[src/rtl/cache_line_axi_bridge_if.sv]
// AXI4 master-port bundle used by cache_line_axi_bridge.
// The bridge takes the master modport; the memory (or a bench model) takes the slave modport.
interface cache_line_axi_bridge_if #(
   parameter int ADDR_WIDTH = 32,
   parameter int DATA_WIDTH = 32
);
   // Read address channel
   logic [3:0]              arid;
   logic [ADDR_WIDTH-1:0]   araddr;
   logic [7:0]              arlen;
   logic [2:0]              arsize;
   logic [1:0]              arburst;
   logic                    arvalid;
   logic                    arready;
   // Read data channel
   logic [DATA_WIDTH-1:0]   rdata;
   logic [1:0]              rresp;
   logic                    rlast;
   logic                    rvalid;
   logic                    rready;
   // Write address channel
   logic [3:0]              awid;
   logic [ADDR_WIDTH-1:0]   awaddr;
   logic [7:0]              awlen;
   logic [2:0]              awsize;
   logic [1:0]              awburst;
   logic                    awvalid;
   logic                    awready;
   // Write data channel
   logic [DATA_WIDTH-1:0]   wdata;
   logic [DATA_WIDTH/8-1:0] wstrb;
   logic                    wlast;
   logic                    wvalid;
   logic                    wready;
   // Write response channel
   logic [1:0]              bresp;
   logic                    bvalid;
   logic                    bready;

   modport master (
      output arid, araddr, arlen, arsize, arburst, arvalid,
      input  arready,
      input  rdata, rresp, rlast, rvalid,
      output rready,
      output awid, awaddr, awlen, awsize, awburst, awvalid,
      input  awready,
      output wdata, wstrb, wlast, wvalid,
      input  wready,
      input  bresp, bvalid,
      output bready
   );

   modport slave (
      input  arid, araddr, arlen, arsize, arburst, arvalid,
      output arready,
      output rdata, rresp, rlast, rvalid,
      input  rready,
      input  awid, awaddr, awlen, awsize, awburst, awvalid,
      output awready,
      input  wdata, wstrb, wlast, wvalid,
      output wready,
      output bresp, bvalid,
      input  bready
   );
endinterface

[src/rtl/cache_line_axi_bridge.sv]
// Memory-side stage below the cache: turns one line refill or dirty-line
// writeback into a single AXI4 INCR burst and returns the line (or the write
// completion) through a one-entry response handshake.
// Optional feature macro: KUUGA_LINE_XFER_STATS_EN adds saturating
// refill/writeback/error counters on extra output ports.
module cache_line_axi_bridge #(
   parameter int ADDR_WIDTH = 32,
   parameter int DATA_WIDTH = 32,
   parameter int LINE_WORDS = 4,
   parameter int AXI_ID     = 0
) (
   input  logic                             clk,
   input  logic                             rst_n,
   input  logic                             req_valid,
   output logic                             req_ready,
   input  logic                             req_we,
   input  logic [ADDR_WIDTH-1:0]            req_addr,
   input  logic [LINE_WORDS*DATA_WIDTH-1:0] req_wdata,
   output logic                             rsp_valid,
   input  logic                             rsp_ready,
   output logic [LINE_WORDS*DATA_WIDTH-1:0] rsp_rdata,
   output logic                             rsp_err,
   cache_line_axi_bridge_if.master          m_axi
`ifdef KUUGA_LINE_XFER_STATS_EN
   ,
   output logic [31:0]                      stat_refills,
   output logic [31:0]                      stat_writebacks,
   output logic [31:0]                      stat_errors
`endif
);

   localparam int BEAT_W   = $clog2(LINE_WORDS);
   localparam int OFFSET_W = $clog2(LINE_WORDS*4);
   localparam int LINE_W   = LINE_WORDS*DATA_WIDTH;
   localparam logic [BEAT_W-1:0]     LAST_BEAT   = BEAT_W'(LINE_WORDS-1);
   localparam logic [ADDR_WIDTH-1:0] OFFSET_MASK = ADDR_WIDTH'((1 << OFFSET_W) - 1);
   localparam logic [3:0]            ID_VAL      = 4'(AXI_ID);

   typedef enum logic [2:0] {IDLE, AR, R, AW, W, B, RESP} state_t;

   state_t                  state;
   state_t                  next_state;
   logic                    ready_q;
   logic [ADDR_WIDTH-1:0]   addr_q;
   logic [LINE_W-1:0]       line_q;
   logic                    err_q;
   logic [BEAT_W-1:0]       beat_q;
   logic                    accept;
   logic                    ar_valid;
   logic                    r_ready;
   logic                    aw_valid;
   logic                    w_valid;
   logic                    b_ready;

   assign accept    = req_valid && req_ready;
   assign req_ready = ready_q;
   assign rsp_rdata = line_q;
   assign rsp_err   = err_q;

   assign m_axi.arid    = ID_VAL;
   assign m_axi.araddr  = addr_q;
   assign m_axi.arlen   = 8'(LINE_WORDS-1);
   assign m_axi.arsize  = 3'b010;
   assign m_axi.arburst = 2'b01;
   assign m_axi.arvalid = ar_valid;
   assign m_axi.rready  = r_ready;
   assign m_axi.awid    = ID_VAL;
   assign m_axi.awaddr  = addr_q;
   assign m_axi.awlen   = 8'(LINE_WORDS-1);
   assign m_axi.awsize  = 3'b010;
   assign m_axi.awburst = 2'b01;
   assign m_axi.awvalid = aw_valid;
   assign m_axi.wdata   = line_q[beat_q*DATA_WIDTH +: DATA_WIDTH];
   assign m_axi.wstrb   = '1;
   assign m_axi.wlast   = w_valid && (beat_q == LAST_BEAT);
   assign m_axi.wvalid  = w_valid;
   assign m_axi.bready  = b_ready;

   // State register; reset drops any burst in flight straight back to IDLE.
   always_ff @(posedge clk or negedge rst_n) begin
      if (!rst_n) state <= IDLE;
      else        state <= next_state;
   end

   // Request ready is registered so it stays low throughout reset and rises
   // on the first edge after release, then tracks the IDLE state.
   always_ff @(posedge clk or negedge rst_n) begin
      if (!rst_n) ready_q <= 1'b0;
      else        ready_q <= (next_state == IDLE);
   end

   // Next-state and channel handshake outputs; only one channel is ever active.
   always_comb begin
      next_state = state;
      ar_valid   = 1'b0;
      r_ready    = 1'b0;
      aw_valid   = 1'b0;
      w_valid    = 1'b0;
      b_ready    = 1'b0;
      rsp_valid  = 1'b0;
      case (state)
         IDLE: if (accept) next_state = req_we ? AW : AR;
         AR: begin
            ar_valid = 1'b1;
            if (m_axi.arready) next_state = R;
         end
         R: begin
            r_ready = 1'b1;
            if (m_axi.rvalid && (m_axi.rlast || beat_q == LAST_BEAT)) next_state = RESP;
         end
         AW: begin
            aw_valid = 1'b1;
            if (m_axi.awready) next_state = W;
         end
         W: begin
            w_valid = 1'b1;
            if (m_axi.wready && beat_q == LAST_BEAT) next_state = B;
         end
         B: begin
            b_ready = 1'b1;
            if (m_axi.bvalid) next_state = RESP;
         end
         RESP: begin
            rsp_valid = 1'b1;
            if (rsp_ready) next_state = IDLE;
         end
         default: next_state = IDLE;
      endcase
   end

   // Line buffer, aligned address, error flag and beat counter. The counter
   // saturates at the last word so a long or late-rlast burst cannot wrap it.
   always_ff @(posedge clk or negedge rst_n) begin
      if (!rst_n) begin
         addr_q <= '0;
         line_q <= '0;
         err_q  <= 1'b0;
         beat_q <= '0;
      end else begin
         case (state)
            IDLE: if (accept) begin
               addr_q <= req_addr & ~OFFSET_MASK;
               line_q <= req_we ? req_wdata : '0;
               err_q  <= 1'b0;
               beat_q <= '0;
            end
            R: if (m_axi.rvalid) begin
               line_q[beat_q*DATA_WIDTH +: DATA_WIDTH] <= m_axi.rdata;
               err_q <= err_q | (m_axi.rresp != 2'b00);
               if (beat_q != LAST_BEAT) beat_q <= beat_q + BEAT_W'(1);
            end
            W: if (m_axi.wready && beat_q != LAST_BEAT) beat_q <= beat_q + BEAT_W'(1);
            B: if (m_axi.bvalid) err_q <= err_q | (m_axi.bresp != 2'b00);
            default: ;
         endcase
      end
   end

`ifdef KUUGA_LINE_XFER_STATS_EN
   logic we_q;

   // Remember the transaction type so the right counter bumps at completion.
   always_ff @(posedge clk or negedge rst_n) begin
      if (!rst_n)                        we_q <= 1'b0;
      else if (state == IDLE && accept)  we_q <= req_we;
   end

   // Saturating counters advanced on the response handshake.
   always_ff @(posedge clk or negedge rst_n) begin
      if (!rst_n) begin
         stat_refills    <= '0;
         stat_writebacks <= '0;
         stat_errors     <= '0;
      end else if (rsp_valid && rsp_ready) begin
         if (we_q) begin
            if (stat_writebacks != '1) stat_writebacks <= stat_writebacks + 32'd1;
         end else begin
            if (stat_refills != '1) stat_refills <= stat_refills + 32'd1;
         end
         if (rsp_err && stat_errors != '1) stat_errors <= stat_errors + 32'd1;
      end
   end
`endif

endmodule

[src/flat_wrapper.sv]
// flat-port wrapper written by rule: the top's interface ports become plain ports
module cache_line_axi_bridge_flat 
#(
   parameter int ADDR_WIDTH = 32,
   parameter int DATA_WIDTH = 32,
   parameter int LINE_WORDS = 4,
   parameter int AXI_ID     = 0
)
  (clk, rst_n, req_valid, req_ready, req_we, req_addr, req_wdata, rsp_valid, rsp_ready, rsp_rdata, rsp_err, m_axi_arid, m_axi_araddr, m_axi_arlen, m_axi_arsize, m_axi_arburst, m_axi_arvalid, m_axi_arready, m_axi_rdata, m_axi_rresp, m_axi_rlast, m_axi_rvalid, m_axi_rready, m_axi_awid, m_axi_awaddr, m_axi_awlen, m_axi_awsize, m_axi_awburst, m_axi_awvalid, m_axi_awready, m_axi_wdata, m_axi_wstrb, m_axi_wlast, m_axi_wvalid, m_axi_wready, m_axi_bresp, m_axi_bvalid, m_axi_bready);
  cache_line_axi_bridge_if #(.ADDR_WIDTH(ADDR_WIDTH), .DATA_WIDTH(DATA_WIDTH)) m_axi_i ();
  input  logic clk;
  input  logic rst_n;
  input  logic req_valid;
  output logic req_ready;
  input  logic req_we;
  input  logic [ADDR_WIDTH-1:0] req_addr;
  input  logic [LINE_WORDS*DATA_WIDTH-1:0] req_wdata;
  output logic rsp_valid;
  input  logic rsp_ready;
  output logic [LINE_WORDS*DATA_WIDTH-1:0] rsp_rdata;
  output logic rsp_err;
  output wire logic [$bits(m_axi_i.arid)-1:0] m_axi_arid;
  output wire logic [$bits(m_axi_i.araddr)-1:0] m_axi_araddr;
  output wire logic [$bits(m_axi_i.arlen)-1:0] m_axi_arlen;
  output wire logic [$bits(m_axi_i.arsize)-1:0] m_axi_arsize;
  output wire logic [$bits(m_axi_i.arburst)-1:0] m_axi_arburst;
  output wire logic [$bits(m_axi_i.arvalid)-1:0] m_axi_arvalid;
  input wire logic [$bits(m_axi_i.arready)-1:0] m_axi_arready;
  input wire logic [$bits(m_axi_i.rdata)-1:0] m_axi_rdata;
  input wire logic [$bits(m_axi_i.rresp)-1:0] m_axi_rresp;
  input wire logic [$bits(m_axi_i.rlast)-1:0] m_axi_rlast;
  input wire logic [$bits(m_axi_i.rvalid)-1:0] m_axi_rvalid;
  output wire logic [$bits(m_axi_i.rready)-1:0] m_axi_rready;
  output wire logic [$bits(m_axi_i.awid)-1:0] m_axi_awid;
  output wire logic [$bits(m_axi_i.awaddr)-1:0] m_axi_awaddr;
  output wire logic [$bits(m_axi_i.awlen)-1:0] m_axi_awlen;
  output wire logic [$bits(m_axi_i.awsize)-1:0] m_axi_awsize;
  output wire logic [$bits(m_axi_i.awburst)-1:0] m_axi_awburst;
  output wire logic [$bits(m_axi_i.awvalid)-1:0] m_axi_awvalid;
  input wire logic [$bits(m_axi_i.awready)-1:0] m_axi_awready;
  output wire logic [$bits(m_axi_i.wdata)-1:0] m_axi_wdata;
  output wire logic [$bits(m_axi_i.wstrb)-1:0] m_axi_wstrb;
  output wire logic [$bits(m_axi_i.wlast)-1:0] m_axi_wlast;
  output wire logic [$bits(m_axi_i.wvalid)-1:0] m_axi_wvalid;
  input wire logic [$bits(m_axi_i.wready)-1:0] m_axi_wready;
  input wire logic [$bits(m_axi_i.bresp)-1:0] m_axi_bresp;
  input wire logic [$bits(m_axi_i.bvalid)-1:0] m_axi_bvalid;
  output wire logic [$bits(m_axi_i.bready)-1:0] m_axi_bready;
  assign m_axi_arid = m_axi_i.arid;
  assign m_axi_araddr = m_axi_i.araddr;
  assign m_axi_arlen = m_axi_i.arlen;
  assign m_axi_arsize = m_axi_i.arsize;
  assign m_axi_arburst = m_axi_i.arburst;
  assign m_axi_arvalid = m_axi_i.arvalid;
  assign m_axi_i.arready = m_axi_arready;
  assign m_axi_i.rdata = m_axi_rdata;
  assign m_axi_i.rresp = m_axi_rresp;
  assign m_axi_i.rlast = m_axi_rlast;
  assign m_axi_i.rvalid = m_axi_rvalid;
  assign m_axi_rready = m_axi_i.rready;
  assign m_axi_awid = m_axi_i.awid;
  assign m_axi_awaddr = m_axi_i.awaddr;
  assign m_axi_awlen = m_axi_i.awlen;
  assign m_axi_awsize = m_axi_i.awsize;
  assign m_axi_awburst = m_axi_i.awburst;
  assign m_axi_awvalid = m_axi_i.awvalid;
  assign m_axi_i.awready = m_axi_awready;
  assign m_axi_wdata = m_axi_i.wdata;
  assign m_axi_wstrb = m_axi_i.wstrb;
  assign m_axi_wlast = m_axi_i.wlast;
  assign m_axi_wvalid = m_axi_i.wvalid;
  assign m_axi_i.wready = m_axi_wready;
  assign m_axi_i.bresp = m_axi_bresp;
  assign m_axi_i.bvalid = m_axi_bvalid;
  assign m_axi_bready = m_axi_i.bready;
  cache_line_axi_bridge #(.ADDR_WIDTH(ADDR_WIDTH), .DATA_WIDTH(DATA_WIDTH), .LINE_WORDS(LINE_WORDS), .AXI_ID(AXI_ID)) u_core (.clk(clk), .rst_n(rst_n), .req_valid(req_valid), .req_ready(req_ready), .req_we(req_we), .req_addr(req_addr), .req_wdata(req_wdata), .rsp_valid(rsp_valid), .rsp_ready(rsp_ready), .rsp_rdata(rsp_rdata), .rsp_err(rsp_err), .m_axi(m_axi_i));
endmodule
[config.mk]
export PLATFORM = sky130hd
export DESIGN_NAME = cache_line_axi_bridge_flat
export DESIGN_NICKNAME = d
export VERILOG_FILES = /design/src/rtl/cache_line_axi_bridge_if.sv /design/src/rtl/cache_line_axi_bridge.sv /design/src/flat_wrapper.sv
export SDC_FILE = /design/constraint.sdc
export NUM_CORES = 1
export LEC_CHECK = 0
export ABC_AREA = 0
export BUFFER_PORTS_ARGS = -buffer_cell sky130_fd_sc_hd__buf_4
export CORE_AREA = 2 2 187 189
export DETAILED_ROUTE_END_ITERATION = 12
export DIE_AREA = 0 0 189 191
export SYNTH_ARGS = -nofsm -noshare
export SYNTH_HDL_FRONTEND = slang
export SYNTH_SLANG_ARGS = --single-unit
[constraint.sdc]
create_clock -name clk -period 5 [get_ports clk]
set_input_delay 0.75 -clock clk [delete_from_list [all_inputs] [get_ports clk]]
set_output_delay 0.75 -clock clk [all_outputs]
set_load 0.01 [all_outputs]
# == Yosys cells after proc, flatten, opt, wreduce, memory -nomap -nowiden ==
# Index checks and enable logic that the tools add are counted.
# op_classes
multipliers,0
n_eq_ne,13
n_mux,29
n_lt_le_gt_ge,0
reduce_logical,17
shift,3
bitwise_logic,2
n_div,0
n_addsub,2
# ops
op,count
$mux 128,3
$pmux 128 s2,1
$bwmux 128,1
$shift 32x34->128 const A,1
$shiftx 128x8->32,1
$shiftx 32x34->128,1
$neg 7->34,1
$mux 3,7
$pmux 3 s7,1
$mux 2,5
$eq 3x3->1 const B,3
$mux 1,9
$eq 3x2->1 const B,2
$logic_not 3->1,2
$ne 2x1->1 const B,3
$ne 2x2->1 const B,3
$pmux 2 s3,1
$reduce_bool 2->1,3
$reduce_bool 3->1,2
$logic_and 1x1->1,5
$reduce_and 5->1,1
$reduce_and 4->1,1
$eq 3x1->1 const B,1
$pmux 1 s3,1
other kinds (6),7
# word_totals
mem_bits_ro,0
register_bits,163
mem_count,0
ram_bits,0
wordCells,72
output_inout_bits,271
latchBits,0
input_bits,207

# == Depth between registers and ports, before layout ==
# logic_depth
word_depth,6
mapped_depth,10
ltp_nobuf,6

# == Worst setup path before layout ==
# No wires, ideal clock.
# synth_timing
path_type,register to register
startpoint,register u_core.beat_q[1]
endpoint,register u_core.line_q[100] (netlist: u_core.rsp_rdata[100])
arrival_time_ps,2602
period_less_slack_ps,2666
stages_incl_launch_ff,11
slack_ps,2334
setup_time_ps,64
cell_sequence,dfrtp_1 > clkbuf_1 > clkbuf_1 > inv_1 > ha_1 > nor4b_2 > and4b_1 > clkbuf_1 > clkbuf_1 > a22o_1 > mux2_4
# synth_between
elab_chain_len,5
elab_cells_between_ends,6
classes_between,add/sub: 1; shift: 2; mux: 3
# synth_rtl
element,line_no,text
start: declaration,cache_line_axi_bridge.sv:47,logic [BEAT_W-1:0] beat_q;
start signal: assignment,cache_line_axi_bridge.sv:150,if (beat_q != LAST_BEAT) beat_q <= beat_q + BEAT_W'(1);
start signal: assignment,cache_line_axi_bridge.sv:152,W: if (m_axi.wready && beat_q != LAST_BEAT) beat_q <= beat_q + BEAT_W'(1);
$neg 7->34 (*),cache_line_axi_bridge.sv:148,line_q[beat_q*DATA_WIDTH +: DATA_WIDTH] <= m_axi.rdata;
$shiftx 32x34->128 or $shift 32x34->128 (tied branches),cache_line_axi_bridge.sv:148,
$bwmux 128 (*),cache_line_axi_bridge.sv:148,
$mux 128 (*),cache_line_axi_bridge.sv:147,R: if (m_axi.rvalid) begin
$pmux 128 s2 (*),cache_line_axi_bridge.sv:140,case (state)
end signal: assignment,cache_line_axi_bridge.sv:143,line_q <= req_we ? req_wdata : '0;
end signal: indexed assignment,cache_line_axi_bridge.sv:148,
end: declaration,cache_line_axi_bridge.sv:45,logic [LINE_W-1:0] line_q;
# Mark *: on every way between the ends. The rest lies on a longest branch, timed or not. The select of a mux whose other input is x is not followed.
# A chain may end at the register's enable or synchronous reset.

# == Final worst setup path ==
# layout_timing
startpoint,register u_core.beat_q[0]
endpoint,register u_core.line_q[45] (netlist: u_core.rsp_rdata[45])
# The elaborated chain is that of the path after synthesis.

==> results.md <==
- Area contributors post-synth: dfrtp_1 43%, mux2_4 16%, a22o_1 12%
- Pin count of the biggest net entering global routing: 83
- WL per Instance: 21.5 um
- Syn_area_per_cell: 13.1 um^2
- Postcts setup bufs: 0
- Routed WL: 33600 um
- CTS tree: yes
- Count leader, synth: dfrtp_1
- Die Wd: 189 um
- Vias in the first global route: 7712
- Required time of the critical path: 5.38 ns
- Clk Latency, worst-skew pair: 0.44 ns
- Hold Vio Cnt, Final: 0
- Clk_skew: 0.00927 ns
- Vias per cell: 4.84
- CTS sink count: 163
- Min Clock Period, post-route: 3.19 ns
- Final worst path period share: 63.8%
- Hold_buf cts: 0
- RePlAce Congestion: 0.801
- Unrepaired setup endpoints after global routing: no
- Maximum vdd ir drop: 0.250 mV
- Hold/Removal Path Class: in -> async
- Worst-margin pin slew: 1.10 ns
- Fin area: 13300 um^2
- FILL cells: 3335
- CTS H-tree depth: 4
- GR Overflow Total: 0
- Status: completed
- Layout area overhead: 38.7%
- Endpoints failing setup: 0
- Slowest CP cell: and4_2
- Synth Cell Area: 9570 um^2
- Global-route wire length before repair: 48700 um
- Reg clk slew, reported paths: 0.07 ns
- Critical path launch point type: flip-flop
- DRC viols: 0
- Gate Count Post-Synth: 732
- First drt pass iteration count: 4
- Ys Warns: 0
- DIE HEIGHT: 191 um
- Async set or reset register ratio after synthesis: 100%
- Placed Area: 12700 um^2
- Fmax: 314 MHz
- Relative slew slack: 27.0%
- Max-cap violations: 0
- Critical Path Fanout Max: 32
- Top cells by count, synth: 163 x dfrtp_1, 128 x a22o_1, 105 x mux2_4
- PwrDens: 634 nW/um^2
- Hpwl dp: 24000 um
- NumNets Final: 1312
- DR iter-0 viols: 219
- Post-synth EDFFs: 0
- Initial antenna violation count: 1
- Max-slew violation count: 0
- Delay-heaviest family, CP: simple AND/OR/NAND/NOR gates
- CORE AREA: 34100 um^2
- Leak Pwr: 6.65 nW
- Synthesized flop and latch total: 163
- GRT Total Usage: 18.1%
- Arrival time at the worst endpoint: 3.57 ns
- Seq/Total Area, Yosys: 42.6%
- Top FF cell, synth: dfrtp_1
- Initial core utilization: 28.1%
- Clock Tree Root: clkbuf_16
- Synth top area share: 42.6%
- Critical path, cell by cell: inv_1 > ha_1 > nor4b_2 > and4_2 > a22o_1 > mux2_2
- Die ar.: 36100 um^2
- I/O pins: 478
- Crit path largest cell delay: 1.06 ns
- Via Count: 7588
- Bufs and invs on worst path: 1
- Fraction of layout instances using a drive strength above 1: 57.9%
- Final antenna-violating net count: 0
- Row count: 68
- Deepest clock path buffer count: 2
- Area leader, netlist: dfrtp_1
- TNS Setup: 0 ns
- TritonCTS buffer count: 17
- CP endpoint kind: flip-flop
- Post-synth cell types: 38
- # resized after CTS: 0
- I/O Buffers: 427
- Setup CP Type: reg -> reg
cell usage in the layout, fill, tap and decap left out, types with 3 or more instances in the layout:
cell         n
a22o_1     128
nor3b_1      3
conb_1      46
buf_12       5
dfrtp_1    161
clkbuf_16   17
o21ai_0      6
mux2_2      24
ha_1         5
mux4_2      32
mux2i_1      4
nand2_1     84
inv_6        4
clkbuf_1     3
and3b_1      3
a21oi_1      3
mux2_4     105
a21oi_4      4
nor2_1       8
buf_4      434
metrics by stage:
step / util (%) / hold slack, ns / std cells / setup WS [ns] / total power, mW
2_1_floorplan: - / 0.454 / 776 / 2.33 / 5.21
5_1_grt: 38.9 / 0.383 / 1568 / 1.63 / 8.86
3_3_place_gp: 37.2 / 0.486 / 1536 / 1.78 / 7.08
4_1_cts: 38.9 / 0.363 / 1567 / 1.72 / 8.51
3_5_place_dp: 37.2 / 0.492 / 1536 / 1.76 / 7.13
6_report: 38.9 / 0.327 / 1568 / 1.81 / 8.41
cells by family after synthesis:
group,Yosys count,synth area share (%)
mux,165,27.2
flops,163,42.6
compound gates,148,13.5
buf+inv,138,10.5
simple gates,111,5.43
fa+ha+maj,5,0.654
other cells,2,0.0785
power breakdown:
group / switching (mW) / internal, mW
Sequential: 0.607 / 1.91
Clock: 0.579 / 0.753
Combinational: 1.96 / 2.60
Total: 3.15 / 5.26
final cells by class:
| class | instances | area (um^2) | share of cell area, % |
|---|---|---|---|
| clock inverter | 10 | 124 | 0.933 |
| antenna | 1 | 2.50 | 0.0189 |
| clock buffer | 21 | 450 | 3.39 |
| sequential | 163 | 4080 | 30.8 |
| inverter | 3 | 11.3 | 0.0849 |
| tap | 455 | 569 | 4.29 |
| timing repair buffer | 440 | 3370 | 25.4 |
| multi-input combinational | 475 | 4660 | 35.1 |
metal layers:
metal | part of all wire, % | global-route usage, % | wire length (um) | vias to the layer above
li1 | - | - | - | 3325
met1 | 38 | 21.1 | 12900 | 3856
met2 | 52 | 32.3 | 17600 | 371
met3 | 7.2 | 4.50 | 2420 | 36
met4 | 2.1 | 6.61 | 709 | 0
met5 | 0 | 0 | 0 | -
flip-flops by register name, summed over array words and instances, names as in the netlist:
register             count
u_core.state             3
u_core.m_axi.araddr     28
u_core.rsp_rdata       128
u_core.rsp_err           1
u_core.beat_q            2
u_core.req_ready         1
worst paths after layout:
kind                                                           from                             endpoint  slack [ns]  cells past startpoint
worst max-delay path                   u_core.beat_q[0]$_DFFE_PN0P_     u_core.rsp_rdata[45]$_DFFE_PN0P_        1.81                      6
worst min-delay path                                          rst_n     u_core.rsp_rdata[58]$_DFFE_PN0P_        0.33                      1
worst max register to register         u_core.beat_q[0]$_DFFE_PN0P_     u_core.rsp_rdata[45]$_DFFE_PN0P_        1.81                      6
worst min register to register  u_core.m_axi.araddr[20]$_DFFE_PN0P_  u_core.m_axi.araddr[20]$_DFFE_PN0P_        0.51                      2
max in group asynchronous                                     rst_n         u_core.beat_q[0]$_DFFE_PN0P_        3.68                      2
min in group clk                                       req_addr[13]  u_core.m_axi.araddr[13]$_DFFE_PN0P_        0.50                      3
No activity file was read; power rests on OpenSTA's default activity.
